$ cat src/rtl/alu_share_arbiter.sv
// Shares one ALU between port A (EX stage) and port B (branch/address helper).
// Round-robin arbitration with an optional grant lock; registered result one cycle after acceptance.
module alu_share_arbiter #(
   parameter int unsigned WIDTH    = 32,
   parameter int unsigned LOCK_MAX = 8
) (
   input  logic             clk,
   input  logic             reset,
   input  logic             a_valid,
   input  logic             a_lock,
   input  logic [3:0]       a_op,
   input  logic [WIDTH-1:0] a_in1,
   input  logic [WIDTH-1:0] a_in2,
   output logic             a_ready,
   output logic             a_resp_valid,
   input  logic             b_valid,
   input  logic             b_lock,
   input  logic [3:0]       b_op,
   input  logic [WIDTH-1:0] b_in1,
   input  logic [WIDTH-1:0] b_in2,
   output logic             b_ready,
   output logic             b_resp_valid,
   output logic [WIDTH-1:0] resp_result,
   output logic             resp_zero
);

   localparam int unsigned CW = $clog2(LOCK_MAX + 1);

   typedef enum logic [1:0] {FREE, LOCK_A, LOCK_B} state_t;

   state_t          state, state_next;
   logic            last_b;
   logic [CW-1:0]   idle_cnt, idle_next;
   logic            acc_a, acc_b;
   logic [3:0]      op;
   logic [WIDTH-1:0] in1, in2, alu_res;

   assign acc_a = a_ready & a_valid;
   assign acc_b = b_ready & b_valid;

   always_ff @(posedge clk) begin
      if (reset) begin
         state    <= FREE;
         last_b   <= 1'b1;
         idle_cnt <= '0;
      end else begin
         state    <= state_next;
         idle_cnt <= idle_next;
         if (acc_a)
            last_b <= 1'b0;
         else if (acc_b)
            last_b <= 1'b1;
      end
   end

   // In a locked state no acceptance implies the owner is idle this cycle
   always_comb begin
      state_next = state;
      idle_next  = '0;
      if (acc_a)
         state_next = a_lock ? LOCK_A : FREE;
      else if (acc_b)
         state_next = b_lock ? LOCK_B : FREE;
      else if (state != FREE) begin
         if (idle_cnt == CW'(LOCK_MAX - 1))
            state_next = FREE;
         else
            idle_next = idle_cnt + 1'b1;
      end
   end

   always_comb begin
      a_ready = 1'b0;
      b_ready = 1'b0;
      if (!reset) begin
         case (state)
            FREE: begin
               if (a_valid && b_valid) begin
                  a_ready = last_b;
                  b_ready = !last_b;
               end else begin
                  a_ready = a_valid;
                  b_ready = b_valid;
               end
            end
            LOCK_A:  a_ready = a_valid;
            LOCK_B:  b_ready = b_valid;
            default: ;
         endcase
      end
   end

   assign op  = acc_b ? b_op  : a_op;
   assign in1 = acc_b ? b_in1 : a_in1;
   assign in2 = acc_b ? b_in2 : a_in2;

   always_comb begin
      case (op)
         4'b0000: alu_res = in1 & in2;
         4'b0001: alu_res = in1 | in2;
         4'b0010: alu_res = in1 + in2;
         4'b0110: alu_res = in1 - in2;
         4'b0111: alu_res = {{(WIDTH-1){1'b0}}, (in1 < in2)};
         default: alu_res = '0;
      endcase
   end

   always_ff @(posedge clk) begin
      if (reset) begin
         a_resp_valid <= 1'b0;
         b_resp_valid <= 1'b0;
         resp_result  <= '0;
         resp_zero    <= 1'b0;
      end else begin
         a_resp_valid <= acc_a;
         b_resp_valid <= acc_b;
         if (acc_a || acc_b) begin
            resp_result <= alu_res;
            resp_zero   <= (alu_res == '0);
         end
      end
   end

endmodule

$ cat config.mk
export PLATFORM = sky130hd
export DESIGN_NAME = alu_share_arbiter
export DESIGN_NICKNAME = d
export VERILOG_FILES = /design/src/rtl/alu_share_arbiter.sv
export SDC_FILE = /design/constraint.sdc
export NUM_CORES = 1
export LEC_CHECK = 0
export ABC_CLOCK_PERIOD_IN_PS = 5500
export BUFFER_PORTS_ARGS = -buffer_cell sky130_fd_sc_hd__buf_2
export CAP_MARGIN = 20
export CORE_MARGIN = 1.5
export CORE_UTILIZATION = 54
export CTS_BUF_LIST = sky130_fd_sc_hd__clkbuf_8
export DETAILED_ROUTE_END_ITERATION = 12
export GPL_TIMING_DRIVEN = 0
export PLACE_DENSITY = 0.88
export SLEW_MARGIN = 40
export SYNTH_ARGS = -nofsm -noshare
export SYNTH_HDL_FRONTEND = slang
export SYNTH_SLANG_ARGS = --single-unit
$ cat constraint.sdc
create_clock -name clk -period 5.5 [get_ports clk]
set_input_delay 0.55 -clock clk [delete_from_list [all_inputs] [get_ports clk]]
set_output_delay 0.55 -clock clk [all_outputs]
set_load 0.02 [all_outputs]
Yosys cells after proc, flatten, opt, wreduce, memory -nomap -nowiden. Cells that the tools add are included.

Add/sub/neg operators: 3. Magnitude comparators: 1. Equality and inequality tests: 7. Muxes and demuxes: 18. Bitwise operators: 5. Reduce and logical (&&, ||, !) cells: 12.

Operators by type and width (number): $pmux 32 s5 (1); $mux 32 (2); $add 32x32->32 (1); $and 32x32->32 (1); $logic_not 32->1 (1); $lt 32x32->1 (1); $or 32x32->32 (1); $sub 32x32->32 (1); $eq 4x3->1 const B (3); $mux 2 (5); $mux 1 (7); $reduce_bool 3->1 (2); $reduce_or 5->1 (1); $add 4x1->4 const B (1); $eq 4x1->1 const B (1); $eq 4x2->1 const B (1); $logic_not 4->1 (1); $mux 4 (1); $pmux 1 s2 (2); $reduce_bool 2->1 (2); $and 1x1->1 (2); $eq 2x1->1 const B (1); $eq 2x2->1 const B (1); $logic_not 2->1 (1); other kinds (5) (5).

Bits in registers: 42. Bits of input ports: 142. Logic and storage cells: 53.

Depth between registers and ports, before layout.
Depth in word-level cells: 9. Gate-level depth with buffers: 21. Mapped depth without buffers: 19.

Worst setup path after synthesis. No wires, ideal clock.

Path type: input-to-reg. Start point: input port b_valid. End point: register resp_zero. Arrival: 4657 ps. Required time: 5441 ps. Path slack: 784 ps. Cell stages on the path: 21. Buffers on the path: 2. Path through: nor3b_4 -> nand2_4 -> clkinv_1 -> clkbuf_1 -> clkbuf_1 -> nand2_1 -> nand2_1 -> ha_1 -> inv_1 -> fa_1 -> nor2b_1 -> o2111ai_1 -> and3b_1 -> o21a_1 -> nor3_1 -> o21ai_0 -> a311o_1 -> and4b_1 -> nand4_1 -> nor4_1 -> a31o_1.

Longest elaborated chain between the ends: 9. Elaborated cells between the ends (all ways): 25.

RTL lines: start: declaration (RTL line 16) `input logic b_valid,`; $logic_and 1x1->1 (RTL line 78) `if (a_valid && b_valid) begin`; $mux 1 (RTL line 78); $pmux 1 s2 (RTL line 76) `case (state)`; $mux 1 (RTL line 75) `if (!reset) begin`; $and 1x1->1 (RTL line 39) `assign acc_b = b_ready & b_valid;`; $mux 32, or another cell as far along (RTL line 94) `assign in1 = acc_b ? b_in1 : a_in1;`; $sub 32x32->32, or another cell as far along (RTL line 102) `4'b0110: alu_res = in1 - in2;`; $pmux 32 s5 (RTL line 98) `case (op)`; $logic_not 32->1 (RTL line 119) `resp_zero <= (alu_res == '0);`; end signal: assignment (RTL line 119); end: declaration (RTL line 24) `output logic resp_zero`.

Several ways; a longest one is shown, not always the timed one. A chain may end at the register's enable or synchronous reset.

Final worst setup path.
Start point: register state[1]. End point: register resp_zero.

Longest elaborated chain between the ends: 8. Elaborated cells between the ends (all ways): 25.

RTL lines: start: declaration (RTL line 31) `state_t state, state_next;`; start signal: assignment (RTL line 47) `state <= state_next;`; $eq 2x2->1 or $logic_not 2->1 (tied branches) (RTL line 76); $pmux 1 s2 (RTL line 76); $mux 1 (RTL line 75); $and 1x1->1 (RTL line 39); $mux 32, or another cell as far along (RTL line 94); $sub 32x32->32, or another cell as far along (RTL line 102); $pmux 32 s5 (RTL line 98); $logic_not 32->1 (RTL line 119).

Several ways; a longest one is shown, not always the timed one.

==> results.yml <==
worst_setup_path:
  critical-path-slowest-cell: "a2111oi_4"
  cpPeakStageDelay_ns: 0.46
  worstSetupStartpointType: "flip-flop"
  arrival_ns: 5.50
  r2r-end: "resp_zero"
  cp.buffers_inverters: 4
  cp_cell_sequence: "nand3b_1 -> nand2_4 -> buf_6 -> buf_4 -> nand2_1 -> nand2_1 -> ha_1 -> inv_1 -> fa_1 -> nor2b_1 -> o21ai_1 -> a21oi_1 -> a211oi_2 -> mux2i_1 -> a2111oi_4 -> inv_1 -> nor4_2 -> nand4_1 -> nor4_1 -> a31o_1"
  reg2reg_depth: 20
  end_kind: "flip-flop"
  worstPathRequired_ns: 5.74
  reg2reg_from: "state[1]"
  path_class: "flip-flop to flip-flop"
  critPathTopFamily: "simple AND/OR/NAND/NOR gates"
  rrSetupSlack_ns: 0.24
  critPathMaxFanout: 19
floorplanning:
  ios: 179
  rows: 43
  start_util: 0.5590
  die_width_um: 123.3
  die_y_um: 123.3
  coreArea_sq_um: 13990
  dieArea_sq_um: 15210
sta:
  finalCriticalPeriod_ns: 5.258
  fin_worst_skew_ns: 0.008006
  rsz0062_at_grt: "false"
  relSlewSlack: 0.4177
  setup_violations: 0
  tightest_slew_ns: 0.8492
  maxSlewViolCount: 0
  clock.fmax_mhz: 190.2
  fin_setup_tns_ns: 0
  hold_viol: 0
  min_period_over_period: 0.9560
place:
  dp.cells: 1566
  hpwlAfterDp_um: 25320
  dpl-instance-area_sq_um: 8959
  port_buffers: 178
  gp_congestion: 1.035
clock_tree:
  post_cts_buffers: 0
  clk_pin_slew_worst_paths_ns: 0.08
  htreeDepth: 2
  cts-root-buf: "clkbuf_8"
  cts_tree: "built"
  cts.sinks: 42
  cts_buffer_depth: 2
  clk_latency_ns: 0.30
  hold_buffers: 0
  cts_buffers: 5
final_layout:
  fin_nets: 1640
  design_area_sq_um: 9107
  nFillCells: 1258
  drive_gt1_frac: 0.1832
  diodes: 0
  fin_cells: 1572
  syn_to_final_growth_pct: 16.46
worst_hold_path:
  hold_path_depth: 3
  worstHoldPathType: "primary input to flip-flop"
  min_from: "a_lock"
  worstHoldEndpoint: "state[0]"
detailed_routing:
  drcViolationCount: 0
  via_per_inst: 6.276
  wl_per_cell_um: 19.65
  vias: 9866
  routed_wl_um: 30890
  first_iter_violations: 1013
  drt-pass1-iter-count: 7
  drtAntennaViolNets: 0
grt:
  grt_max_degree: 20
  grt_pass1_wl_um: 46220
  grt_util_all_layers: 0.3964
  antenna_found_initial: 0
  grt_pass1_vias: 8711
  overflow: 0
power:
  pwr_density_cell_nw_per_um2: 200.8
  p_total_uw: 1829
  p_leak_uw: 0.004580
  ir_drop_uv: 119.2
logic_synthesis:
  yosys_warnings: 0
  yosysUniqueCellTypes: 82
  yosysSeqAreaShare: 0.1075
  synth-edff-count: 0
  syn_nets: 1457
  synth_cells: 1208
  synth-async-reset-ratio: 0
  syn_area_sq_um: 7820
  avgSynthCellArea_sq_um: 6.474
  ys_ff_latch: 42
  synthFlopType: "dfxtp_1"
run:
  drv_cap: 0
outcome:
  status: "completed"
==> worst max-delay path by stage <==
stage	start	to	slack, ns	depth (start not counted)
final	state[1]	resp_zero	0.24	20
after global routing	state[0]	resp_zero	0.02	20
after CTS	state[0]	resp_zero	0.03	20
after detailed placement	reset	resp_zero	-1.04	22
after global placement	reset	resp_zero	-1.22	22
after floorplan	b_valid	resp_zero	0.78	21
==> cell usage after synthesis (4+ instances only) <==
master     number  area (sq um)
a21o_1          7         52.55
o221ai_1       13         113.9
nand4_1        14         87.58
a211o_1         7         61.31
a22oi_1         4         30.03
a221oi_1       10         87.58
a311oi_1        6         52.55
o21ai_0        51         255.2
o211a_1         6         60.06
nand2_1       268          1006
nor4_1         15         93.84
a211oi_1       27         202.7
a221o_1         8         80.08
o21bai_1       11         82.58
or3_1           4         25.02
o211ai_1        9         67.56
o21ai_1         4         20.02
mux2i_1        13         130.1
nor2_1        111         416.7
nand3_1        30         150.1
buf_4           4         30.03
and2_1          4         25.02
dfxtp_1        42         840.8
xor2_1          5         43.79
clkbuf_1       42         157.7
xnor2_1         7         61.31
o21a_1          4         30.03
o31ai_1        14         105.1
a311o_1         4         40.04
a2bb2oi_1       4         35.03
nand2b_1        8         50.05
nor2b_1        11         68.82
a31oi_1        14         87.58
and3_1          6         37.54
nor3_1         35         175.2
a21oi_1        83         415.4
inv_1         103         386.6
buf_2          23         115.1
or2_2           4         25.02
ha_1          105          1314
==> metrics by stage <==
stage / hold WS, ns / worst slack, ns / util
6_report: 0.4542 / 0.2422 / 0.6511
5_1_grt: 0.4714 / 0.02302 / 0.6511
4_1_cts: 0.4542 / 0.03284 / 0.6477
3_5_place_dp: 0.4498 / -1.040 / 0.6404
3_3_place_gp: 0.4277 / -1.225 / 0.6388
2_1_floorplan: 0.4176 / 0.7843 / -
==> where the power goes <==
group	switching, uW	leakage (uW)	internal, uW	total [uW]
clock network	112	0.0000530	102	214
registers	16.3	0.000345	332	349
logic	843	0.00418	423	1270
total	971	0.00458	857	1830
==> cells in the final DEF (no fill, tap or decap), types with 33 or more instances in the layout <==
master,netlist,layout
o21ai_0,51,51
buf_2,23,201
a21oi_1,83,80
ha_1,105,105
nand2_1,268,268
clkbuf_1,42,34
nor3_1,35,33
dfxtp_1,42,42
nor2_1,111,110
inv_1,103,104
==> sequential cells by signal (all words and copies together), names as in the netlist <==
signal,flops
idle_cnt,4
state,2
resp_zero,1
resp_result,32
b_resp_valid,1
a_resp_valid,1
last_b,1
==> routing by layer <==
metal | track usage | routed length (um) | vias to the layer above
li1 | - | - | 4614
met1 | 0.5117 | 12630 | 4529
met2 | 0.6510 | 13690 | 637
met3 | 0.07149 | 3430 | 86
met4 | 0.1609 | 1134 | 0
met5 | 0 | 0 | -
==> cell type report <==
| type | instances | area (sq um) | area share |
|---|---|---|---|
| tap | 180 | 225.2 | 0.02473 |
| clock buffer | 6 | 82.58 | 0.009067 |
| timing repair buffer | 178 | 890.9 | 0.09782 |
| inverter | 104 | 392.9 | 0.04314 |
| sequential | 42 | 840.8 | 0.09232 |
| clock inverter | 2 | 12.51 | 0.001374 |
| buffer | 70 | 334.1 | 0.03668 |
| multi-input combinational | 990 | 6329 | 0.6949 |
==> kinds of logic (layout without fill, tap and decap cells) <==
kind of cell | after synthesis | after routing | synth area share
AO/OA/AOI/OAI | 327 | 327 | 0.2931
flip-flops | 42 | 42 | 0.1075
AND/OR/NAND/NOR | 529 | 529 | 0.3003
buffers and inverters | 176 | 360 | 0.09200
adder cells (fa/ha/maj) | 107 | 107 | 0.1731
XOR/XNOR | 12 | 12 | 0.01344
multiplexers | 15 | 15 | 0.02048
==> tightest hold or removal path, delay by kind of cell <==
family	cells	cell delay, ns
buf+inv	1	0.07
simple gates	1	0.04
compound gates	1	0.06
==> what timing repair did <==
item / CTS / global route
resized for setup: 6 / 19
pin swaps: 0 / 1
endpoints found under the setup margin: 9 / 2
endpoints found under the hold margin: 0 / 0
Power figures use the tool's default switching activity.
